File: src/rtl/sha256_round_core_if.sv
// Handshake and result bundle for sha256_round_core.
// master: the block feeding chaining words and message blocks.
// slave: the compression core itself.
interface sha256_round_core_if;
   logic         start;
   logic [255:0] hin;
   logic [511:0] block;
   logic         busy;
   logic         done;
   logic [31:0]  a_out, b_out, c_out, d_out, e_out, f_out, g_out, h_out;

   modport master (
      output start, hin, block,
      input  busy, done, a_out, b_out, c_out, d_out, e_out, f_out, g_out, h_out
   );

   modport slave (
      input  start, hin, block,
      output busy, done, a_out, b_out, c_out, d_out, e_out, f_out, g_out, h_out
   );
endinterface

File: src/rtl/sha256_round_core.sv
// SHA-256 compression engine: 64 rounds over one 512-bit block, raw a..h out.
// The final add into H0..H7 is done by the downstream accumulator stages.
// Build option SHA256_UNROLL2_EN: two cascaded rounds per clock (32 RUN cycles).
module sha256_round_core (
   input  logic                clk,
   input  logic                rst,
   sha256_round_core_if.slave  bus
);
   typedef enum logic [1:0] {IDLE = 2'd0, RUN = 2'd1, DONE = 2'd2} state_t;

`ifdef SHA256_UNROLL2_EN
   localparam logic [5:0] STEP   = 6'd2;
   localparam logic [5:0] LAST_T = 6'd62;
`else
   localparam logic [5:0] STEP   = 6'd1;
   localparam logic [5:0] LAST_T = 6'd63;
`endif

   state_t            state;
   logic [5:0]        t;
   logic [255:0]      st;       // {a,b,c,d,e,f,g,h}
   logic [15:0][31:0] win;      // win[0] is W[t]
   logic              busy_r;
   logic              done_r;

   logic [255:0]      st_nx;
   logic [15:0][31:0] win_nx;

   function automatic logic [31:0] rotr(input logic [31:0] x, input int n);
      return (x >> n) | (x << (32 - n));
   endfunction

   function automatic logic [31:0] bsig0(input logic [31:0] x);
      return rotr(x, 2) ^ rotr(x, 13) ^ rotr(x, 22);
   endfunction

   function automatic logic [31:0] bsig1(input logic [31:0] x);
      return rotr(x, 6) ^ rotr(x, 11) ^ rotr(x, 25);
   endfunction

   function automatic logic [31:0] ssig0(input logic [31:0] x);
      return rotr(x, 7) ^ rotr(x, 18) ^ (x >> 3);
   endfunction

   function automatic logic [31:0] ssig1(input logic [31:0] x);
      return rotr(x, 17) ^ rotr(x, 19) ^ (x >> 10);
   endfunction

   // Next schedule word from the current 16-word window (offsets relative to W[t]).
   function automatic logic [31:0] sched(input logic [31:0] w14, input logic [31:0] w9,
                                         input logic [31:0] w1, input logic [31:0] w0);
      return ssig1(w14) + w9 + ssig0(w1) + w0;
   endfunction

   function automatic logic [31:0] k_rom(input logic [5:0] i);
      case (i)
         6'd0:  k_rom = 32'h428a2f98;  6'd1:  k_rom = 32'h71374491;
         6'd2:  k_rom = 32'hb5c0fbcf;  6'd3:  k_rom = 32'he9b5dba5;
         6'd4:  k_rom = 32'h3956c25b;  6'd5:  k_rom = 32'h59f111f1;
         6'd6:  k_rom = 32'h923f82a4;  6'd7:  k_rom = 32'hab1c5ed5;
         6'd8:  k_rom = 32'hd807aa98;  6'd9:  k_rom = 32'h12835b01;
         6'd10: k_rom = 32'h243185be;  6'd11: k_rom = 32'h550c7dc3;
         6'd12: k_rom = 32'h72be5d74;  6'd13: k_rom = 32'h80deb1fe;
         6'd14: k_rom = 32'h9bdc06a7;  6'd15: k_rom = 32'hc19bf174;
         6'd16: k_rom = 32'he49b69c1;  6'd17: k_rom = 32'hefbe4786;
         6'd18: k_rom = 32'h0fc19dc6;  6'd19: k_rom = 32'h240ca1cc;
         6'd20: k_rom = 32'h2de92c6f;  6'd21: k_rom = 32'h4a7484aa;
         6'd22: k_rom = 32'h5cb0a9dc;  6'd23: k_rom = 32'h76f988da;
         6'd24: k_rom = 32'h983e5152;  6'd25: k_rom = 32'ha831c66d;
         6'd26: k_rom = 32'hb00327c8;  6'd27: k_rom = 32'hbf597fc7;
         6'd28: k_rom = 32'hc6e00bf3;  6'd29: k_rom = 32'hd5a79147;
         6'd30: k_rom = 32'h06ca6351;  6'd31: k_rom = 32'h14292967;
         6'd32: k_rom = 32'h27b70a85;  6'd33: k_rom = 32'h2e1b2138;
         6'd34: k_rom = 32'h4d2c6dfc;  6'd35: k_rom = 32'h53380d13;
         6'd36: k_rom = 32'h650a7354;  6'd37: k_rom = 32'h766a0abb;
         6'd38: k_rom = 32'h81c2c92e;  6'd39: k_rom = 32'h92722c85;
         6'd40: k_rom = 32'ha2bfe8a1;  6'd41: k_rom = 32'ha81a664b;
         6'd42: k_rom = 32'hc24b8b70;  6'd43: k_rom = 32'hc76c51a3;
         6'd44: k_rom = 32'hd192e819;  6'd45: k_rom = 32'hd6990624;
         6'd46: k_rom = 32'hf40e3585;  6'd47: k_rom = 32'h106aa070;
         6'd48: k_rom = 32'h19a4c116;  6'd49: k_rom = 32'h1e376c08;
         6'd50: k_rom = 32'h2748774c;  6'd51: k_rom = 32'h34b0bcb5;
         6'd52: k_rom = 32'h391c0cb3;  6'd53: k_rom = 32'h4ed8aa4a;
         6'd54: k_rom = 32'h5b9cca4f;  6'd55: k_rom = 32'h682e6ff3;
         6'd56: k_rom = 32'h748f82ee;  6'd57: k_rom = 32'h78a5636f;
         6'd58: k_rom = 32'h84c87814;  6'd59: k_rom = 32'h8cc70208;
         6'd60: k_rom = 32'h90befffa;  6'd61: k_rom = 32'ha4506ceb;
         6'd62: k_rom = 32'hbef9a3f7;  6'd63: k_rom = 32'hc67178f2;
      endcase
   endfunction

   // One compression round applied to the packed working variables.
   function automatic logic [255:0] round_f(input logic [255:0] s, input logic [31:0] k,
                                            input logic [31:0] w);
      logic [31:0] a, b, c, d, e, f, g, h, t1, t2;
      {a, b, c, d, e, f, g, h} = s;
      t1 = h + bsig1(e) + ((e & f) ^ (~e & g)) + k + w;
      t2 = bsig0(a) + ((a & b) ^ (a & c) ^ (b & c));
      return {t1 + t2, a, b, c, d + t1, e, f, g};
   endfunction

   // Round datapath and schedule window advance for the current t.
   always_comb begin
      st_nx  = round_f(st, k_rom(t), win[0]);
`ifdef SHA256_UNROLL2_EN
      st_nx  = round_f(st_nx, k_rom(t + 6'd1), win[1]);
      win_nx = {sched(win[15], win[10], win[2], win[1]),
                sched(win[14], win[9], win[1], win[0]),
                win[15:2]};
`else
      win_nx = {sched(win[14], win[9], win[1], win[0]), win[15:1]};
`endif
   end

   // Control FSM with registered busy/done; loads state on accept, rounds while RUN.
   always_ff @(posedge clk or posedge rst) begin
      if (rst) begin
         state  <= IDLE;
         t      <= 6'd0;
         st     <= '0;
         win    <= '0;
         busy_r <= 1'b0;
         done_r <= 1'b0;
      end else begin
         case (state)
            IDLE, DONE: begin
               done_r <= 1'b0;
               if (bus.start) begin
                  st     <= bus.hin;
                  for (int i = 0; i < 16; i++) win[i] <= bus.block[511 - 32*i -: 32];
                  t      <= 6'd0;
                  busy_r <= 1'b1;
                  state  <= RUN;
               end else begin
                  state  <= IDLE;
               end
            end
            RUN: begin
               st  <= st_nx;
               win <= win_nx;
               t   <= t + STEP;
               if (t == LAST_T) begin
                  busy_r <= 1'b0;
                  done_r <= 1'b1;
                  state  <= DONE;
               end
            end
            default: state <= IDLE;
         endcase
      end
   end

   assign bus.busy = busy_r;
   assign bus.done = done_r;
   assign {bus.a_out, bus.b_out, bus.c_out, bus.d_out,
           bus.e_out, bus.f_out, bus.g_out, bus.h_out} = st;
endmodule

File: src/flat_wrapper.sv
// flat-port wrapper written by rule: the top's interface ports become plain ports
module sha256_round_core_flat 
  (clk, rst, bus_start, bus_hin, bus_block, bus_busy, bus_done, bus_a_out, bus_b_out, bus_c_out, bus_d_out, bus_e_out, bus_f_out, bus_g_out, bus_h_out);
  sha256_round_core_if bus_i ();
  input  logic clk;
  input  logic rst;
  input wire logic [$bits(bus_i.start)-1:0] bus_start;
  input wire logic [$bits(bus_i.hin)-1:0] bus_hin;
  input wire logic [$bits(bus_i.block)-1:0] bus_block;
  output wire logic [$bits(bus_i.busy)-1:0] bus_busy;
  output wire logic [$bits(bus_i.done)-1:0] bus_done;
  output wire logic [$bits(bus_i.a_out)-1:0] bus_a_out;
  output wire logic [$bits(bus_i.b_out)-1:0] bus_b_out;
  output wire logic [$bits(bus_i.c_out)-1:0] bus_c_out;
  output wire logic [$bits(bus_i.d_out)-1:0] bus_d_out;
  output wire logic [$bits(bus_i.e_out)-1:0] bus_e_out;
  output wire logic [$bits(bus_i.f_out)-1:0] bus_f_out;
  output wire logic [$bits(bus_i.g_out)-1:0] bus_g_out;
  output wire logic [$bits(bus_i.h_out)-1:0] bus_h_out;
  assign bus_i.start = bus_start;
  assign bus_i.hin = bus_hin;
  assign bus_i.block = bus_block;
  assign bus_busy = bus_i.busy;
  assign bus_done = bus_i.done;
  assign bus_a_out = bus_i.a_out;
  assign bus_b_out = bus_i.b_out;
  assign bus_c_out = bus_i.c_out;
  assign bus_d_out = bus_i.d_out;
  assign bus_e_out = bus_i.e_out;
  assign bus_f_out = bus_i.f_out;
  assign bus_g_out = bus_i.g_out;
  assign bus_h_out = bus_i.h_out;
  sha256_round_core u_core (.clk(clk), .rst(rst), .bus(bus_i));
endmodule
File: config.mk
export PLATFORM = sky130hd
export DESIGN_NAME = sha256_round_core_flat
export DESIGN_NICKNAME = d
export VERILOG_FILES = /design/src/rtl/sha256_round_core_if.sv /design/src/rtl/sha256_round_core.sv /design/src/flat_wrapper.sv
export SDC_FILE = /design/constraint.sdc
export NUM_CORES = 2
export LEC_CHECK = 0
export BUFFER_PORTS_ARGS = -buffer_cell sky130_fd_sc_hd__buf_2
export CORE_AREA = 2 2 403 405
export DETAILED_ROUTE_END_ITERATION = 12
export DIE_AREA = 0 0 405 407
export GPL_TIMING_DRIVEN = 0
export PLACE_DENSITY = 0.57
export SYNTH_ARGS = -nofsm -noshare
export SYNTH_HDL_FRONTEND = slang
export SYNTH_SLANG_ARGS = --single-unit
File: constraint.sdc
create_clock -name clk -period 23 [get_ports clk]
set_input_delay 1.15 -clock clk [delete_from_list [all_inputs] [get_ports clk]]
set_output_delay 1.15 -clock clk [all_outputs]
set_load 0.005 [all_outputs]
==> run summary <==
The run finished with clean final reports. The tools report the sink count of the clock tree as 778. Summed over all nets, the half-perimeter wirelength after detailed placement is 233,000 um. Global routing used 33.8% of the available tracks.

The worst hold path belongs to the class in2async. The average instance in the mapped netlist occupies 8.06 um2. For the sequential cell area, the log shows 19,500 um2.

On the critical path, the stage with the largest delay is an instance of sky130_fd_sc_hd__dfrtp_1. Setup repair after global routing left no endpoint under its margin. The logs give 287,000 um for the routed wire length and 0.0633 ns for the worst setup skew after layout. The run gives 38.4% as the sequential-to-total area share from yosys stat.

The run gives 0 as the hold buffer count at CTS. The startpoint class of the critical path is a flop. For the placed standard-cell area, the log shows 58,800 um2.

In the final layout, the multi-input gates occupy 28,500 um2. The chip width was 405 um. Data on the critical path is required at its endpoint by 23.60 ns.

The final critical path takes up 47.4% of the cycle. The detailed-route vias per instance was 5.50; the count of warnings emitted by yosys was 0. The die outline height is 407 um. Clock tree synthesis inserted a total of 95 buffers. The congestion estimate from routability-driven global placement came to 1.06.

Most common flop cell mapped by yosys: sky130_fd_sc_hd__dfrtp_1. In this run the deepest clock path goes through 3 buffers. The run gives 91.7 MHz as the maximum clock frequency. The number of nets at the end of the flow was 8,524; the number of H-tree levels was 3.

The logs give 165,000 um2 for the die area and 0 for the number of nets with antenna violations after detailed routing. After routing the design area is 61,900 um2. After global routing the overflow that remains totals 0. In this design, the largest share of critical-path delay is due to adder cells. The run gives 392,000 um as the wire length of the first global-routing pass.

At the placement stage, the worst setup path has a slack of 12.42 ns. The maximum number of pins on one net before global-route repair is 128. Fill cells in the final layout number 16,800. The core region area was 160,000 um2. The clock-pin slew on the worst setup and hold paths was 0.06 ns. After layout, the worst setup slack is 12.10 ns. Of all flip-flops after synthesis, the portion carrying an async set or reset was 100%.

For the initial antenna violation count, the log shows 51. The worst slew margin relative to its limit was 8.27%. The critical path in this run is classified as reg2reg. After detailed routing, the average wire length per cell comes to 29.6 um.

The worst-margin pin slew came out at 1.38 ns. Synthesis inferred 778 register bits. Relative to the synthesized area, the layout overhead comes to 22.1%.

TritonCTS built the clock tree. In this run, distinct cell masters in the synthesized netlist total 83. At the later pin of the worst-skew pair, clock insertion delay measures 0.76 ns.

In this run, synthesis inferred 0 flip-flops with an integrated enable. The run gives 0 as the count of final max-slew check failures. The worst setup path is captured at a flop. During I/O placement, the number of pins put on the boundary was 1,029. The number of nets in the synthesized netlist is 7,391.

In this run the worst path has a maximum fanout of 12. Most common cell type on the critical path: sky130_fd_sc_hd__fa_1. On the final layout, the worst hold slack is 0.442 ns. In the synthesized netlist, the number of instances is 6,289. The depth of the critical timing path with buffers and inverters included is 33, and the total number of vias is 53,300.

The number of DRC violations after detailed-routing iteration 0 was 5,857; the share of post-route cells with drive strength above 1 was 16.6%. The tool flagged a number of max-cap violations equal to 0. The number of buffers inserted by port buffering works out to 1,028. For this configuration, the core starts out at a cell density of 31.7%. The standard-cell row count is 147, and the number of cells on the worst reg-to-reg path is 33. The data arrival time of the critical path is 11.50 ns, and the count of buffering cells on the critical path with inverters included is 4. The logs give 0 for the setup violation total in the final timing report and 0 for the remaining routing DRC violations. The number of detailed-route iterations in the first pass was 7; the count of buffers added by post-CTS timing repair for setup was 0. Area of the mapped netlist: 50,700 um2.

In this run the clock root is driven by a sky130_fd_sc_hd__clkbuf_16. The number of global-route vias before repair is 52,000. Count of final hold-check violations: 0. The post-cts repair resize count was 0; the delay contributed by the slowest stage of the critical path was 0.66 ns.

The post-route minimum period was 10.90 ns.
## final timing paths
check,start,to,slack (ns)
setup / recovery,u_core.t[0],u_core.st[254],12.10
max in group asynchronous,rst,u_core.st[187],20.84
setup reg to reg,u_core.t[0],u_core.st[254],12.10
hold / removal,rst,u_core.win[471],0.44
hold reg to reg,u_core.bus.done,u_core.bus.done,0.48
min in group clk,u_core.bus.done,u_core.bus.done,0.48
## cells in the mapped netlist (16+ instances only)
master	n	area [um2]
sky130_fd_sc_hd__a211oi_1	25	188
sky130_fd_sc_hd__a21o_1	61	458
sky130_fd_sc_hd__a21oi_1	190	951
sky130_fd_sc_hd__a31oi_1	749	4690
sky130_fd_sc_hd__and3_1	30	188
sky130_fd_sc_hd__buf_1	47	176
sky130_fd_sc_hd__clkbuf_1	466	1750
sky130_fd_sc_hd__dfrtp_1	778	19500
sky130_fd_sc_hd__fa_1	187	3740
sky130_fd_sc_hd__ha_1	144	1800
sky130_fd_sc_hd__inv_1	217	815
sky130_fd_sc_hd__maj3_1	25	250
sky130_fd_sc_hd__mux2i_1	38	380
sky130_fd_sc_hd__nand2_1	1638	6150
sky130_fd_sc_hd__nand2b_1	18	113
sky130_fd_sc_hd__nand3_1	31	155
sky130_fd_sc_hd__nor2_1	847	3180
sky130_fd_sc_hd__nor2b_1	18	113
sky130_fd_sc_hd__nor3_1	43	215
sky130_fd_sc_hd__o211ai_1	17	128
sky130_fd_sc_hd__o21a_1	16	120
sky130_fd_sc_hd__o21ai_0	128	641
sky130_fd_sc_hd__o21bai_1	17	128
sky130_fd_sc_hd__xnor2_1	265	2320
sky130_fd_sc_hd__xor2_1	83	727
## flip-flops by register name, indices dropped and copies added (netlist names)
signal / flops
u_core.bus.done: 1
u_core.state: 2
u_core.st: 256
u_core.t: 6
u_core.bus.busy: 1
u_core.win: 512
## cells in the final DEF, fill, tap and decap left out, types with 18 or more instances in the layout
| master | count |
|---|---|
| sky130_fd_sc_hd__fa_1 | 187 |
| sky130_fd_sc_hd__buf_2 | 1031 |
| sky130_fd_sc_hd__a211oi_1 | 25 |
| sky130_fd_sc_hd__a21oi_1 | 190 |
| sky130_fd_sc_hd__diode_2 | 25 |
| sky130_fd_sc_hd__nor2b_1 | 18 |
| sky130_fd_sc_hd__dfrtp_1 | 778 |
| sky130_fd_sc_hd__xnor2_1 | 265 |
| sky130_fd_sc_hd__nand2_1 | 1638 |
| sky130_fd_sc_hd__nor3_1 | 43 |
| sky130_fd_sc_hd__inv_1 | 216 |
| sky130_fd_sc_hd__o21ai_0 | 127 |
| sky130_fd_sc_hd__nand3_1 | 31 |
| sky130_fd_sc_hd__mux2i_1 | 38 |
| sky130_fd_sc_hd__a21o_1 | 61 |
| sky130_fd_sc_hd__a31oi_1 | 749 |
| sky130_fd_sc_hd__maj3_1 | 25 |
| sky130_fd_sc_hd__clkbuf_1 | 480 |
| sky130_fd_sc_hd__buf_1 | 47 |
| sky130_fd_sc_hd__nor2_1 | 847 |
| sky130_fd_sc_hd__nand2b_1 | 18 |
| sky130_fd_sc_hd__clkbuf_16 | 95 |
| sky130_fd_sc_hd__and3_1 | 30 |
| sky130_fd_sc_hd__ha_1 | 144 |
| sky130_fd_sc_hd__xor2_1 | 83 |
## per-layer routing
metal / GRT usage, % / vias to the layer above / share of wire (%)
li1: - / 23400 / -
met1: 42.0 / 26200 / 39
met2: 54.8 / 2952 / 46
met3: 6.94 / 624 / 8.2
met4: 18.5 / 30 / 6.2
met5: 0 / - / 0.065
## metrics by stage
step / util [%] / std cells / setup TNS (ns)
after floorplan: - / 6289 / 0
final: 38.7 / 9676 / 0
after CTS: 38.6 / 9651 / 0
after global placement: 36.6 / 9477 / -7925.32
after detailed placement: 36.7 / 9485 / 0
after global routing: 38.6 / 9662 / 0
## kinds of logic (layout without fill, tap and decap cells)
kind of cell	count (synthesis)	in the layout	share of synthesized area (%)
adder cells (fa/ha/maj)	356	356	11.4
AO/OA/AOI/OAI	1319	1319	16.3
buffers and inverters	736	1938	5.46
AND/OR/NAND/NOR	2692	2692	20.8
flip-flops	778	778	38.4
multiplexers	57	57	1.44
XOR/XNOR	351	351	6.13
other	0	25	0
## layout make-up
type | instances | share of cell area (%)
antenna | 25 | 0.101
buffer | 517 | 3.15
clock buffer | 130 | 4.29
clock inverter | 36 | 0.713
inverter | 219 | 1.34
multi-input combinational | 4775 | 46.0
sequential | 778 | 31.4
tap | 2160 | 4.36
timing repair buffer | 1036 | 8.63
## worst register-to-register path, delay by kind of cell (launching register included)
family / cells / cell delay [ns]
AO/OA/AOI/OAI: 13 / 3.31
XOR/XNOR: 1 / 0.61
adder cells (fa/ha/maj): 8 / 3.49
buffers and inverters: 4 / 1.33
flip-flops: 1 / 0.66
AND/OR/NAND/NOR: 7 / 1.36
Power is not shown: default switching activity piles up to over one toggle a cycle in this logic, so the estimate is an artifact.
